<file path="config.mk">
export PLATFORM = sky130hd
export DESIGN_NAME = imem_loader_flat
export DESIGN_NICKNAME = d
export VERILOG_FILES = /design/src/rtl/imem_loader_if.sv /design/src/rtl/imem_loader.sv /design/src/flat_wrapper.sv
export SDC_FILE = /design/constraint.sdc
export NUM_CORES = 1
export LEC_CHECK = 0
export CORE_UTILIZATION = 37
export DETAILED_ROUTE_END_ITERATION = 8
export PLACE_DENSITY_LB_ADDON = 0.25
export SYNTH_ARGS = -nofsm -noshare
export SYNTH_HDL_FRONTEND = slang
export SYNTH_SLANG_ARGS = --single-unit
</file>
<file path="constraint.sdc">
create_clock -name CLK -period 2.4 [get_ports CLK]
set_clock_uncertainty 0.15 [all_clocks]
set_input_delay 0.48 -clock CLK [delete_from_list [all_inputs] [get_ports CLK]]
set_output_delay 0.48 -clock CLK [all_outputs]
set_load 0.02 [all_outputs]
</file>
<file path="src/rtl/imem_loader_if.sv">
`default_nettype none
// imem_loader_if: framed byte-stream input, instruction-memory write port and load status.
// Rev 1.0
interface imem_loader_if #(
    parameter int ADDR_W = 8
);
    logic              load_req;
    logic [7:0]        byte_in;
    logic              byte_valid;
    logic              byte_ready;
    logic              mem_we;
    logic [ADDR_W-1:0] mem_addr;
    logic [31:0]       mem_din;
    logic              cpu_rst;
    logic              busy;
    logic              done;
    logic              err;
    logic [6:0]        word_count;

    modport master (
        output load_req, byte_in, byte_valid,
        input  byte_ready, mem_we, mem_addr, mem_din, cpu_rst, busy, done, err, word_count
    );

    modport slave (
        input  load_req, byte_in, byte_valid,
        output byte_ready, mem_we, mem_addr, mem_din, cpu_rst, busy, done, err, word_count
    );
endinterface
`default_nettype wire

</file>
<file path="src/rtl/imem_loader.sv">
`default_nettype none
// imem_loader: assembles a LEN/DATA/CSUM byte frame into 32-bit words for instruction memory.
// Rev 1.0
module imem_loader #(
    parameter int ADDR_W        = 8,
    parameter int MAX_WORDS     = 64,
    parameter bit HOLD_ON_RESET = 1'b1
) (
    input wire           CLK,
    input wire           RST,
    imem_loader_if.slave bus
);

    localparam logic [2:0] S_IDLE  = 3'd0;
    localparam logic [2:0] S_LEN   = 3'd1;
    localparam logic [2:0] S_DATA  = 3'd2;
    localparam logic [2:0] S_WRITE = 3'd3;
    localparam logic [2:0] S_CSUM  = 3'd4;
    localparam logic [2:0] S_DONE  = 3'd5;
    localparam logic [2:0] S_ERR   = 3'd6;

    logic [2:0]        state_q, state_d;
    logic [31:0]       word_q, word_d;
    logic [1:0]        idx_q, idx_d;
    logic [7:0]        xor_q, xor_d;
    logic [6:0]        n_q, n_d;
    logic [6:0]        cnt_q, cnt_d;
    logic [ADDR_W-1:0] addr_q, addr_d;
    logic              mem_we_q, mem_we_d;
    logic              cpu_rst_q, cpu_rst_d;
    logic              busy_q, busy_d;
    logic              done_q, done_d;
    logic              err_q, err_d;

    logic ready;
    logic accept;
    logic len_bad;
    logic last_word;
    logic csum_ok;

    assign ready     = (state_q == S_LEN) || (state_q == S_DATA) || (state_q == S_CSUM);
    assign accept    = bus.byte_valid && ready;
    assign len_bad   = (bus.byte_in == 8'd0) || ({24'd0, bus.byte_in} > 32'(MAX_WORDS));
    assign last_word = ((cnt_q + 7'd1) == n_q);
    assign csum_ok   = (bus.byte_in == xor_q);

    always_ff @(posedge CLK or posedge RST) begin
        if (RST) begin
            state_q <= S_IDLE;
        end else begin
            state_q <= state_d;
        end
    end

    always_comb begin
        state_d = state_q;
        case (state_q)
            S_IDLE, S_DONE, S_ERR: begin
                if (bus.load_req) state_d = S_LEN;
            end
            S_LEN: begin
                if (accept) state_d = len_bad ? S_ERR : S_DATA;
            end
            S_DATA: begin
                if (accept && (idx_q == 2'd3)) state_d = S_WRITE;
            end
            S_WRITE: begin
                state_d = last_word ? S_CSUM : S_DATA;
            end
            S_CSUM: begin
                if (accept) state_d = csum_ok ? S_DONE : S_ERR;
            end
            default: state_d = S_IDLE;
        endcase
    end

    always_comb begin
        word_d    = word_q;
        idx_d     = idx_q;
        xor_d     = xor_q;
        n_d       = n_q;
        cnt_d     = cnt_q;
        addr_d    = addr_q;
        cpu_rst_d = cpu_rst_q;
        busy_d    = busy_q;
        done_d    = done_q;
        err_d     = err_q;
        case (state_q)
            S_IDLE, S_DONE, S_ERR: begin
                if (bus.load_req) begin
                    done_d    = 1'b0;
                    err_d     = 1'b0;
                    cnt_d     = 7'd0;
                    xor_d     = 8'd0;
                    idx_d     = 2'd0;
                    addr_d    = '0;
                    cpu_rst_d = 1'b1;
                    busy_d    = 1'b1;
                end
            end
            S_LEN: begin
                if (accept) begin
                    if (len_bad) begin
                        err_d  = 1'b1;
                        busy_d = 1'b0;
                    end else begin
                        n_d = bus.byte_in[6:0];
                    end
                end
            end
            S_DATA: begin
                if (accept) begin
                    // Little-endian lane placement: first byte of a word lands in [7:0].
                    word_d[{idx_q, 3'b000} +: 8] = bus.byte_in;
                    xor_d = xor_q ^ bus.byte_in;
                    idx_d = idx_q + 2'd1;
                end
            end
            S_WRITE: begin
                addr_d = addr_q + ADDR_W'(4);
                cnt_d  = cnt_q + 7'd1;
                idx_d  = 2'd0;
            end
            S_CSUM: begin
                if (accept) begin
                    busy_d = 1'b0;
                    if (csum_ok) begin
                        done_d    = 1'b1;
                        cpu_rst_d = 1'b0;
                    end else begin
                        err_d = 1'b1;
                    end
                end
            end
            default: begin
                busy_d = 1'b0;
            end
        endcase
        // Write strobe comes straight from a flop so it is glitch-free at the memory.
        mem_we_d = (state_d == S_WRITE);
    end

    always_ff @(posedge CLK or posedge RST) begin
        if (RST) begin
            word_q    <= 32'd0;
            idx_q     <= 2'd0;
            xor_q     <= 8'd0;
            n_q       <= 7'd0;
            cnt_q     <= 7'd0;
            addr_q    <= '0;
            mem_we_q  <= 1'b0;
            cpu_rst_q <= HOLD_ON_RESET;
            busy_q    <= 1'b0;
            done_q    <= 1'b0;
            err_q     <= 1'b0;
        end else begin
            word_q    <= word_d;
            idx_q     <= idx_d;
            xor_q     <= xor_d;
            n_q       <= n_d;
            cnt_q     <= cnt_d;
            addr_q    <= addr_d;
            mem_we_q  <= mem_we_d;
            cpu_rst_q <= cpu_rst_d;
            busy_q    <= busy_d;
            done_q    <= done_d;
            err_q     <= err_d;
        end
    end

    assign bus.byte_ready = ready;
    assign bus.mem_we     = mem_we_q;
    assign bus.mem_addr   = addr_q;
    assign bus.mem_din    = word_q;
    assign bus.cpu_rst    = cpu_rst_q;
    assign bus.busy       = busy_q;
    assign bus.done       = done_q;
    assign bus.err        = err_q;
    assign bus.word_count = cnt_q;

endmodule
`default_nettype wire

</file>
<file path="src/flat_wrapper.sv">
// flat-port wrapper written by rule: the top's interface ports become plain ports
module imem_loader_flat 
#(
    parameter int ADDR_W        = 8,
    parameter int MAX_WORDS     = 64,
    parameter bit HOLD_ON_RESET = 1'b1
)
  (CLK, RST, bus_load_req, bus_byte_in, bus_byte_valid, bus_byte_ready, bus_mem_we, bus_mem_addr, bus_mem_din, bus_cpu_rst, bus_busy, bus_done, bus_err, bus_word_count);
  imem_loader_if #(.ADDR_W(ADDR_W)) bus_i ();
  input wire CLK;
  input wire RST;
  input wire logic [$bits(bus_i.load_req)-1:0] bus_load_req;
  input wire logic [$bits(bus_i.byte_in)-1:0] bus_byte_in;
  input wire logic [$bits(bus_i.byte_valid)-1:0] bus_byte_valid;
  output wire logic [$bits(bus_i.byte_ready)-1:0] bus_byte_ready;
  output wire logic [$bits(bus_i.mem_we)-1:0] bus_mem_we;
  output wire logic [$bits(bus_i.mem_addr)-1:0] bus_mem_addr;
  output wire logic [$bits(bus_i.mem_din)-1:0] bus_mem_din;
  output wire logic [$bits(bus_i.cpu_rst)-1:0] bus_cpu_rst;
  output wire logic [$bits(bus_i.busy)-1:0] bus_busy;
  output wire logic [$bits(bus_i.done)-1:0] bus_done;
  output wire logic [$bits(bus_i.err)-1:0] bus_err;
  output wire logic [$bits(bus_i.word_count)-1:0] bus_word_count;
  assign bus_i.load_req = bus_load_req;
  assign bus_i.byte_in = bus_byte_in;
  assign bus_i.byte_valid = bus_byte_valid;
  assign bus_byte_ready = bus_i.byte_ready;
  assign bus_mem_we = bus_i.mem_we;
  assign bus_mem_addr = bus_i.mem_addr;
  assign bus_mem_din = bus_i.mem_din;
  assign bus_cpu_rst = bus_i.cpu_rst;
  assign bus_busy = bus_i.busy;
  assign bus_done = bus_i.done;
  assign bus_err = bus_i.err;
  assign bus_word_count = bus_i.word_count;
  imem_loader #(.ADDR_W(ADDR_W), .MAX_WORDS(MAX_WORDS), .HOLD_ON_RESET(HOLD_ON_RESET)) u_core (.CLK(CLK), .RST(RST), .bus(bus_i));
endmodule
</file>
### After elaboration in Yosys (flattened, before gate mapping)

Index checks and enable logic that the tools add are counted.

* $lt $le $gt $ge: 1
* multiplexer cells: 35
* equal/unequal tests: 17
* add/subtract/negate cells: 4
* bitwise logic cells: 3
* shift-type cells: 2
* reductions and logical operators: 22

Operator list (number)
* bitwise mux 32 bit: 1
* case mux 8 bit (2 select lines): 2
* variable shift 8 x 7 -> 32 bit (first input constant): 1
* variable part select 8 x 7 -> 32 bit: 1
* two-way mux 3 bit: 6
* two-way mux 8 bit: 2
* case mux 3 bit (5 select lines): 1
* case mux 7 bit (2 select lines): 1
* two-way mux 1 bit: 13
* inequality test 2 x 1 -> 1 bit (second input constant): 5
* == test 3 x 2 -> 1 bit (second input constant): 3
* == test 3 bit (second input constant): 3
* AND reduction 3 bit: 3
* adder 8 x 3 -> 8 bit (second input constant): 1
* == test 8 bit: 1
* > comparator 8 x 7 -> 1 bit (second input constant): 1
* zero test 8 bit: 1
* XOR 8 bit: 1
* adder 7 x 1 -> 7 bit (second input constant): 1
* == test 7 bit: 1
* two-way mux 7 bit: 1
* negator 5 -> 7 bit: 1
* two-way mux 2 bit: 3
* case mux 2 bit (3 select lines): 1
* other kinds (19): 29

* input port bits: 12
* word-level logic and storage cells: 96
* output and inout bits: 53
* bits in registers: 72

### Depth between registers and ports, before layout

Gate-level depths: netlist of the first run.

* word-level depth: 8
* depth in mapped cells: 8
* depth with buffers taken out: 6

### Worst setup path after synthesis of the first run

OpenSTA, ideal clock, no wires.

* kind: register -> register
* from: register u_core.cnt_q[0] (netlist: u_core.bus.word_count[0])
* to: register u_core.state_q[1]
* setup time: 0.151 ns
* setup slack: -0.054 ns
* arrival time: 2.153 ns
* data required time: 2.099 ns
* buffers on the path: 0
* cell stages (with the launch flop): 7
* period minus slack after synthesis: 2.454 ns
* cell sequence: dfrtp_1 ha_1 nand3_2 a311o_1 a221o_1 a2111oi_1 o221ai_1

* longest elaborated chain between the ends: 4

Ends and longest elaborated chain
* start: declaration: line imem_loader.sv:27 `logic [6:0] cnt_q, cnt_d;`
* start signal: assignment: line imem_loader.sv:161 `cnt_q <= cnt_d;`
* adder 7 x 1 -> 7 bit: line imem_loader.sv:44 `assign last_word = ((cnt_q + 7'd1) == n_q);`
* == test 7 bit: line imem_loader.sv:44
* two-way mux 3 bit: line imem_loader.sv:68 `state_d = last_word ? S_CSUM : S_DATA;`
* case mux 3 bit (5 select lines): line imem_loader.sv:57 `case (state_q)`
* named net u_core.state_d[1]: line imem_loader.sv:22 `logic [2:0] state_q, state_d;`
* end signal: assignment: line imem_loader.sv:51 `state_q <= state_d;`
* end: declaration: line imem_loader.sv:22

The timed path passes the listed nets, and every way through them passes these cells.
A chain may end at the register's enable or synchronous reset.

### Final worst setup path of the first run

* from: input bus_byte_in[2]
* to: register u_core.err_q (netlist: u_core.bus.err)

* longest elaborated chain between the ends: 4
* elaborated cells between the ends (all ways): 7
* those cells by class: 1 x order compare; 3 x eq/ne; 3 x reduce/logical

Ends and longest elaborated chain
* start: declaration: line flat_wrapper.sv:13 `input wire logic [$bits(bus_i.byte_in)-1:0] bus_byte_in;`
* > comparator 8 x 7 -> 1 bit / zero test 8 bit (equally long branches): line imem_loader.sv:43 `assign len_bad = (bus.byte_in == 8'd0) || ({24'd0, bus.byte_in} > 32'(MAX_WORDS));`
* logical OR 1 bit: line imem_loader.sv:43
* inequality test 2 x 1 -> 1 bit (no line)
* AND reduction 6 bit (no line) (*)
* end signal: assignment: line imem_loader.sv:167 `err_q <= err_d;`
* end: declaration: line imem_loader.sv:33 `logic err_q, err_d;`

Every way passes the cells marked *; elsewhere a longest branch is shown, timed or not.

==> results of run 1 <==
-- per-layer routing --
layer,vias to the layer above,share of wire (%)
li1,1542,-
met4,0,1.6
met2,79,46
met3,11,4.7
met5,-,0
met1,1489,48
-- synthesized netlist by cell type, drive strengths merged, types with 3 or more instances --
| cell type | n |
|---|---|
| o21ai | 69 |
| clkbuf | 18 |
| buf | 8 |
| nand3 | 10 |
| ha | 7 |
| nand2 | 93 |
| mux2 | 7 |
| nand2b | 6 |
| a22o | 3 |
| xnor2 | 10 |
| xor2 | 4 |
| inv | 12 |
| a21oi | 9 |
| nor3b | 6 |
| dfrtp | 69 |
| nor2 | 18 |
| nor4 | 4 |
| and3 | 7 |
| nor3 | 4 |
-- final timing paths --
kind	start	to	slack [ps]	cells after the start
setup / recovery	bus_byte_in[2]	u_core.bus.err	70	7
hold / removal	u_core.bus.cpu_rst	u_core.bus.cpu_rst	320	2
setup reg to reg	u_core.bus.word_count[0]	u_core.state_q[1]	120	7
hold reg to reg	u_core.bus.cpu_rst	u_core.bus.cpu_rst	320	2
max in group asynchronous	RST	u_core.bus.cpu_rst	1340	3
min in group asynchronous	RST	u_core.bus.mem_din[18]	420	3
-- state kept, by name, summed over array words and instances, names as in the netlist --
register / count
u_core.bus.busy: 1
u_core.bus.cpu_rst: 1
u_core.bus.done: 1
u_core.bus.err: 1
u_core.bus.mem_addr: 6
u_core.bus.mem_din: 32
u_core.bus.mem_we: 1
u_core.bus.word_count: 7
u_core.idx_q: 2
u_core.n_q: 7
u_core.state_q: 3
u_core.xor_q: 8
-- cells by family (layout without fill, tap and decap cells) --
kind of cell | Yosys count | count (layout) | synth area share, %
AOI/OAI and AO/OA | 104 | 104 | 17.0
xor gates and xnor gates | 14 | 14 | 3.45
adders and majority gates | 8 | 8 | 3.02
buffers and inverters | 38 | 129 | 4.36
DFF | 70 | 70 | 49.3
muxes | 8 | 8 | 2.50
other | 1 | 2 | 0.105
and+or+nand+nor | 159 | 159 | 20.3
-- power groups by stage --
stage | Clock [W] | Sequential (W) | Combinational, W
after global routing | 0.000886 | 0.00199 | 0.00287
final | 0.000808 | 0.00192 | 0.00261
after global placement | 0 | 0.00193 | 0.00257
after floorplan | 0 | 0.00217 | 0.00128
after CTS | 0.000836 | 0.00192 | 0.00261
after detailed placement | 0 | 0.00194 | 0.00261
-- stage by stage --
step	TNS [ps]	area, µm²	total power (W)
global placement	-2290	4550	0.00449
finish	0	4720	0.00533
CTS	0	4700	0.00536
floorplan	-10.8	3570	0.00345
detailed placement	-2380	4550	0.00455
global route	0	4720	0.00574
-- worst max-delay path: cells and delay by family --
family | cells | cell delay [ps]
AND/OR/NAND/NOR | 3 | 1040
buffers and inverters | 2 | 620
AO/OA/AOI/OAI | 2 | 270
-- cell type report --
class                      count  area (µm²)  area share (%)
sequential                    70        1750            37.2
multi-input combinational    295        1670            35.4
timing repair buffer         102         932            19.7
tap                          129         161            3.42
clock buffer                  10         128            2.70
inverter                      12        48.8            1.03
clock inverter                 5        27.5           0.583
==> results.yml, run 1 <==
power_and_ir_drop:
  pwr-share-seq_pct: 36.0
  switchingPower_w: 0.00218
  power_frac_comb_pct: 48.9
  clockPowerShare_pct: 15.1
  switching_share_pct: 41.0
  leakage_nw: 2.04
  irDropWorstVdd_v: 0.000491
  p_int_w: 0.00315
  p_per_area_nw_per_um2: 1130
drt:
  routed_wirelength_um: 8790
  drtPass1Iterations: 4
  drc_errors: 0
  ant_nets: 0
  drtIter0Drc: 151
  vias: 3121
  wl_per_cell_um: 14.1
  viasPerCell: 5.01
global_routing:
  grt_pass1_wl_um: 14600
  grt-busiest-layer: "met2"
  grt_pass1_vias: 2887
  grt_usage_pct: 18.9
  grtUsageMet2_pct: 28.1
  grt_start_max_net_pins: 71
  gr-total-overflow: 0
  grt_util_met3_pct: 4.11
  met1_usage_pct: 26.9
  antenna_found_initial: 0
job:
  max_cap_violations: 0
setup_path:
  cp-end-kind: "flip-flop"
  cpPeakStageDelay_ps: 540
  worst_path_max_delay_cell: "or4b_1"
  crit_path_max_fanout: 2
  cp-start-kind: "input pin"
  path_class: "input pin to flip-flop"
  critical_path_arrival_ps: 2410
  cp_data_required_time_ps: 2490
  crit_chain: "clkdlybuf4s50_1 > nor4_1 > buf_4 > a21boi_1 > or4b_1 > a21o_1 > and3_1"
sta:
  drv_slew: 0
  final-hold-violation-count: 0
  hold_ws_ps: 322
  grt_setup_unrepaired: "false"
  setup_ws_ps: 74.5
  timing.slew.headroom_pct: 55.8
  min_period_over_period_pct: 96.9
  setup_viol: 0
  worst_slew_pin_slew_ps: 664
  max_freq_mhz: 430
  layout_min_cycle_time_ps: 2330
logic_synthesis:
  avgSynthCellArea_um2: 8.85
  synth_cells: 402
  synth_top_cell_area_share_pct: 48.5
  synth_area_leader_cell: "dfrtp_1"
  synth-edff-count: 0
  postSynth.asyncResetShare_pct: 100
  yosysWarnings: 0
  ys_ff_latch: 70
  seq_area_frac_synth_pct: 49.3
  ys.flop_type: "dfrtp_1"
  synth_cell_type_count: 52
  ys_top_cells_by_area: "dfrtp_1, nand2_1, o21ai_1"
  synth_area_um2: 3560
layout:
  fin_util_pct: 50.8
  nFillCells: 897
  instances_no_fill: 623
  final_nets: 510
  area_growth_pct: 32.7
  num_antenna_cells: 0
  final_layout_size_suffix_gt1_share_pct: 13.0
  layout_commonest_cell: "nand2_1"
  final_cell_mix: "nand2_1, dfrtp_1, clkdlybuf4s50_1"
clock_tree:
  ctsResizeCount: 1
  cts_hold_buffers: 0
  clk_pin_slew_ps: 80
  cts_inserted_buffers: 9
  cts_root_buf: "clkbuf_8"
  clock-sinks: 70
  postCtsSetupBuffers: 0
  cts_max_path_buffers: 2
  cts_max_level: 3
  cts_tree: "built"
  clk_latency_ps: 340
floorplanning:
  die_y_um: 100
  dieWidth_um: 100
  core_area_um2: 9280
  die_area_um2: 10000
  rows: 35
  num_io_pins: 65
  start_util_pct: 38.3
placement:
  dpl.hpwl_um: 6120
  globalplace.congestion: 0.876
  pre_cts_ws_ps: -293
  io_buffer_count: 62
  dp_cells: 608
run_status:
  status: "completed"
min_path:
  hold_class: "flip-flop to flip-flop"
Power figures use the tool's default switching activity.
==> inputs of run 2 (changes only) <==
- CAP_MARGIN: default -> 20
- REMOVE_ABC_BUFFERS: default -> 1
- SLEW_MARGIN: default -> 20
==> run 2 against run 1 <==
  * Utilization is 0.86 points higher
  * Sequential power about the same
  * Register-to-register slack barely moved
  * First-iteration DRC count down 26%
  * Count of clock-buffer cells in the layout did not move
  * Die area did not move
  * Global-route usage rose by 0.33 points
==> results.yml, run 2 (same netlist as run 1, synthesis figures left out) <==
run_status:
  status: "completed"
setup_path:
  r2r_setup_slack_ps: 120
  worst_path_max_delay_cell: "a2111oi_4"
  critical_path_arrival_ps: 2340
  timing.rr.end: "u_core.state_q[1]"
  critical-path-top-delay-family: "compound AO/OA/AOI/OAI gates"
  crit_path_start: "u_core.bus.word_count[0]"
  cp-start-kind: "flip-flop"
  crit_path_max_fanout: 3
  cpPeakStageDelay_ps: 360
  cp_data_required_time_ps: 2460
  cp-end-kind: "flip-flop"
  path_class: "flip-flop to flip-flop"
  crit_chain: "ha_1 > nand3_2 > a311o_1 > a221o_1 > a2111oi_4 > buf_4 > o221ai_1"
  path_buf_inv: 1
  reg2reg_depth: 7
  r2r-start: "u_core.bus.word_count[0]"
drt:
  wl_per_cell_um: 14.4
  viasPerCell: 4.99
  vias: 3089
  drtPass1Iterations: 5
  ant_nets: 0
  drtIter0Drc: 112
  routed_wirelength_um: 8930
  drc_errors: 0
global_routing:
  grt_pass1_vias: 2924
  grt_pass1_wl_um: 14900
  gr-total-overflow: 0
  antenna_found_initial: 0
  grt_usage_pct: 19.2
  grt_start_max_net_pins: 29
sta:
  worst_slew_pin_slew_ps: 971
  min_period_over_period_pct: 95.1
  drv_slew: 0
  final-hold-violation-count: 0
  grt_setup_unrepaired: "true"
  max_freq_mhz: 438
  timing.slew.headroom_pct: 35.3
  hold_ws_ps: 298
  setup_viol: 0
  layout_min_cycle_time_ps: 2280
floorplanning:
  core_area_um2: 9280
  start_util_pct: 38.3
  rows: 35
  die_area_um2: 10000
  num_io_pins: 65
  dieWidth_um: 100
  die_y_um: 100
clock_tree:
  cts_max_level: 3
  cts_hold_buffers: 0
  cts_root_buf: "clkbuf_8"
  ctsResizeCount: 1
  clock-sinks: 70
  cts_tree: "built"
  postCtsSetupBuffers: 0
  cts_max_path_buffers: 2
  cts_inserted_buffers: 9
  clk_pin_slew_ps: 80
  clk_latency_ps: 360
layout:
  layout_commonest_cell: "nand2_1"
  final_nets: 505
  area_growth_pct: 35.0
  num_antenna_cells: 0
  final_layout_size_suffix_gt1_share_pct: 11.6
  instances_no_fill: 619
  nFillCells: 901
  fin_util_pct: 51.7
  final_cell_mix: "nand2_1, dfrtp_1, clkdlybuf4s50_1"
  largest_reg_flops: 32
job:
  max_cap_violations: 0
placement:
  io_buffer_count: 62
  dp_cells: 603
  dpl.hpwl_um: 6390
  globalplace.congestion: 0.863
power_and_ir_drop:
  irDropWorstVdd_v: 0.000492
  leakage_nw: 2.08
  p_per_area_nw_per_um2: 1210
min_path:
  hold_class: "input pin to async pin"
run 2: cell types whose count changed in the layout (fill, tap and decap cells not counted), sizes merged:
cell / previous run / this run
buf: 40 / 35
inv: 11 / 12
bufinv: 0 / 4
clkinvlp: 2 / 0
clkinv: 4 / 2
run 2: worst max-delay path by stage:
stage	to	slack [ps]	depth (start not counted)
finish	u_core.state_q[1]	120	7
global route	u_core.bus.mem_din[6]	-20	6
CTS	u_core.state_q[1]	50	7
detailed placement	u_core.n_q[1]	-160	8
global placement	u_core.n_q[6]	-160	8
floorplan	u_core.state_q[1]	-50	6
run 2: cell type report:
class	instances	area (µm²)	share of cell area [%]
clock inverter	6	134	2.79
sequential	70	1750	36.5
multi-input combinational	295	1670	34.8
inverter	12	45.0	0.938
timing repair buffer	97	907	18.9
clock buffer	10	128	2.66
tap	129	161	3.36
run 2: where the power goes:
part	switching, W	internal (W)	leakage, nW
clock	0.000462	0.000796	0.130
sequential	0.000315	0.00158	0.938
combinational	0.00146	0.00120	1.01
total	0.00223	0.00358	2.08
run 2: worst reg2reg max path: cells and delay by family (launching register included):
family | cells | cell delay, ps
DFF | 1 | 350
and+or+nand+nor | 1 | 110
buffers and inverters | 1 | 180
adders and majority gates | 1 | 210
AOI/OAI and AO/OA | 4 | 1140
run 2: through the flow:
stage	worst slack (ps)	area (µm²)	power (W)	setup TNS [ps]
3_5_place_dp	-165	4520	0.00454	-1330
4_1_cts	47.8	4780	0.00580	0
6_report	117	4800	0.00581	0
5_1_grt	-21.3	4800	0.00620	-62.7
2_1_floorplan	-53.9	3450	0.00339	-53.9
3_3_place_gp	-163	4520	0.00448	-1340
run 2: metal layers:
metal,vias up,GRT usage [%],routed length [µm]
li1,1540,-,-
met1,1473,27.1,4230
met2,70,29.2,4230
met3,6,3.97,378
met4,0,7.25,90
met5,-,0,0
==> inputs of run 3 (changes only) <==
- ABC_AREA: default -> 1
==> run 3 against run 2 <==
  * Highest routed layer unchanged
  * Worst hold slack improved by 26 ps
  * Non-clock buffer count fell by 17
  * First-iteration DRC count fell by 17%
  * Count of clock-buffer cells in the layout did not move
  * Cell area fell by 2.5%
  * Worst setup slack improved by 47 ps
  * Fmax rose by 2.1%
  * Final cell count rose by 5.3%
  * Largest power group unchanged
==> results.yml, run 3 <==
layout:
  layout_commonest_cell: "nand2_1"
  nFillCells: 861
  final_nets: 538
  instances_no_fill: 652
  num_antenna_cells: 0
  final_layout_size_suffix_gt1_share_pct: 10.5
  area_growth_pct: 30.0
  largest_reg_flops: 32
  multi_input_area_um2: 1610
  final_cell_mix: "nand2_1, dfrtp_1, clkdlybuf4s50_1"
  seq_area_um2: 1750
drt:
  ant_nets: 0
  drtPass1Iterations: 4
  drtIter0Drc: 93
  wl_per_cell_um: 13.1
  vias: 3110
  drc_errors: 0
  viasPerCell: 4.77
  routed_wirelength_um: 8570
power_and_ir_drop:
  irDropWorstVdd_v: 0.000431
  design_power_total_w: 0.00494
  p_per_area_nw_per_um2: 1060
  switchingPower_w: 0.00206
  clockPowerShare_pct: 21.1
  p_int_w: 0.00289
  leakage_nw: 2.33
  power_frac_comb_pct: 44.6
  pwr-share-seq_pct: 34.4
  switching_share_pct: 41.6
sta:
  final-hold-violation-count: 0
  layout_min_cycle_time_ps: 2240
  max_freq_mhz: 447
  setup_viol: 0
  drv_slew: 0
  grt_setup_unrepaired: "false"
  worst_slew_pin_slew_ps: 528
  min_period_over_period_pct: 93.1
  finalSetupTns_ps: 0
  timing.slew.headroom_pct: 64.6
logic_synthesis:
  seq_area_frac_synth_pct: 48.7
  synth_cells: 436
  ys.flop_type: "dfrtp_1"
  synth_area_leader_cell: "dfrtp_1"
  synth-edff-count: 0
  synth_top_cell_area_share_pct: 48.0
  ys_top_cells_by_area: "dfrtp_1, nand2_1, nand3_1"
  synth_area_um2: 3600
  synthTopCellsByCount: "nand2_1, dfrtp_1, nand3_1"
  synth_cell_type_count: 32
  ys_ff_latch: 70
  avgSynthCellArea_um2: 8.26
  yosysWarnings: 0
  postSynth.asyncResetShare_pct: 100
  yosysMostFrequentCell: "nand2_1"
clock_tree:
  clk_pin_slew_ps: 80
  cts_root_buf: "clkbuf_8"
  cts_inserted_buffers: 9
  cts_max_level: 3
  cts_max_path_buffers: 2
  cts_hold_buffers: 0
  clock-sinks: 70
  cts_tree: "built"
  clk_latency_ps: 340
run_status:
  status: "completed"
job:
  max_cap_violations: 0
min_path:
  hold_class: "flip-flop to flip-flop"
floorplanning:
  start_util_pct: 38.6
  dieWidth_um: 101
  rows: 35
  core_area_um2: 9330
  die_area_um2: 10100
  num_io_pins: 65
  die_y_um: 101
setup_path:
  r2r_setup_slack_ps: 440
  r2r-start: "u_core.state_q[1]"
  critical_path_arrival_ps: 1610
  cp-end-kind: "primary output"
  reg2reg_depth: 5
  timing.rr.end: "u_core.bus.mem_addr[5]"
  crit_path_max_fanout: 10
  cp_data_required_time_ps: 1770
  path_class: "flip-flop to primary output"
  cp-start-kind: "flip-flop"
  crit_path_start: "u_core.state_q[2]"
  crit_path_end: "bus_byte_ready"
placement:
  dp_cells: 636
  io_buffer_count: 62
  globalplace.congestion: 0.868
  dpl.hpwl_um: 6250
global_routing:
  grt_usage_pct: 18.6
  grt_pass1_vias: 3090
  grt_start_max_net_pins: 71
  grt_pass1_wl_um: 14700
  antenna_found_initial: 0
  gr-total-overflow: 0
==> run 3: worst max-delay path: stages, from the launching register on <==
cell	delay [ps]
dfrtp_1	460
inv_2	120
nand2_2	80
nor2_4	160
inv_2	120
nand3_2	130
clkbuf_2	180
==> run 3: cells by family after synthesis <==
group,count (synthesis),synth area share [%]
compound gates,62,9.07
xor+xnor,13,3.16
fa+ha+maj,8,2.99
buf+inv,57,6.60
flops,70,48.7
mux,8,2.50
other cells,1,0.104
simple gates,217,26.9
==> run 3: worst min path at each step <==
stage	start	end	slack, ps	cells past startpoint
floorplan	u_core.xor_q[7]	u_core.xor_q[7]	330	1
CTS	u_core.bus.cpu_rst	u_core.bus.cpu_rst	330	2
global route	u_core.bus.cpu_rst	u_core.bus.cpu_rst	350	2
detailed placement	u_core.bus.cpu_rst	u_core.bus.cpu_rst	320	2
global placement	u_core.bus.busy	u_core.bus.busy	310	2
finish	u_core.bus.cpu_rst	u_core.bus.cpu_rst	320	2
==> run 3: routing by layer <==
metal  track usage, %  vias to the layer above  wire, µm
li1                 -                     1581         -
met1             25.3                     1475      4120
met2             30.0                       48      4090
met3             3.81                        6       292
met4             5.57                        0        69
met5                0                        -         0
==> run 3: per-stage QoR <==
step | hold WS [ps] | worst slack [ps] | util, % | area (µm²)
2_1_floorplan | 330 | 3.44 | - | 3540
3_3_place_gp | 313 | 88.4 | 47.9 | 4470
3_5_place_dp | 316 | 108 | 47.9 | 4470
4_1_cts | 329 | 19.7 | 50.2 | 4690
5_1_grt | 355 | 60.9 | 50.2 | 4680
6_report | 323 | 164 | 50.2 | 4680
==> run 3: cell type report <==
| cell class | instances | share of cell area [%] |
|---|---|---|
| Sequential cell | 70 | 37.4 |
| Inverter | 47 | 3.77 |
| Clock inverter | 6 | 1.84 |
| Tap cell | 129 | 3.45 |
| Multi-Input combinational cell | 310 | 34.5 |
| Clock buffer | 10 | 2.73 |
| Timing Repair Buffer | 80 | 16.3 |
==> run 3: timing repair <==
item,in CTS,in global routing
endpoints found under the hold margin,0,0
endpoints found under the setup margin,1,1
gates resized for setup,2,1
buffers inserted,0,0
==> run 3: power groups by stage <==
stage | clock network [W] | logic (W) | registers (W)
after global routing | 0.00113 | 0.00248 | 0.00174
after global placement | 0 | 0.00221 | 0.00171
after CTS | 0.00106 | 0.00223 | 0.00170
after floorplan | 0 | 0.00124 | 0.00187
after detailed placement | 0 | 0.00222 | 0.00172
final | 0.00104 | 0.00220 | 0.00170
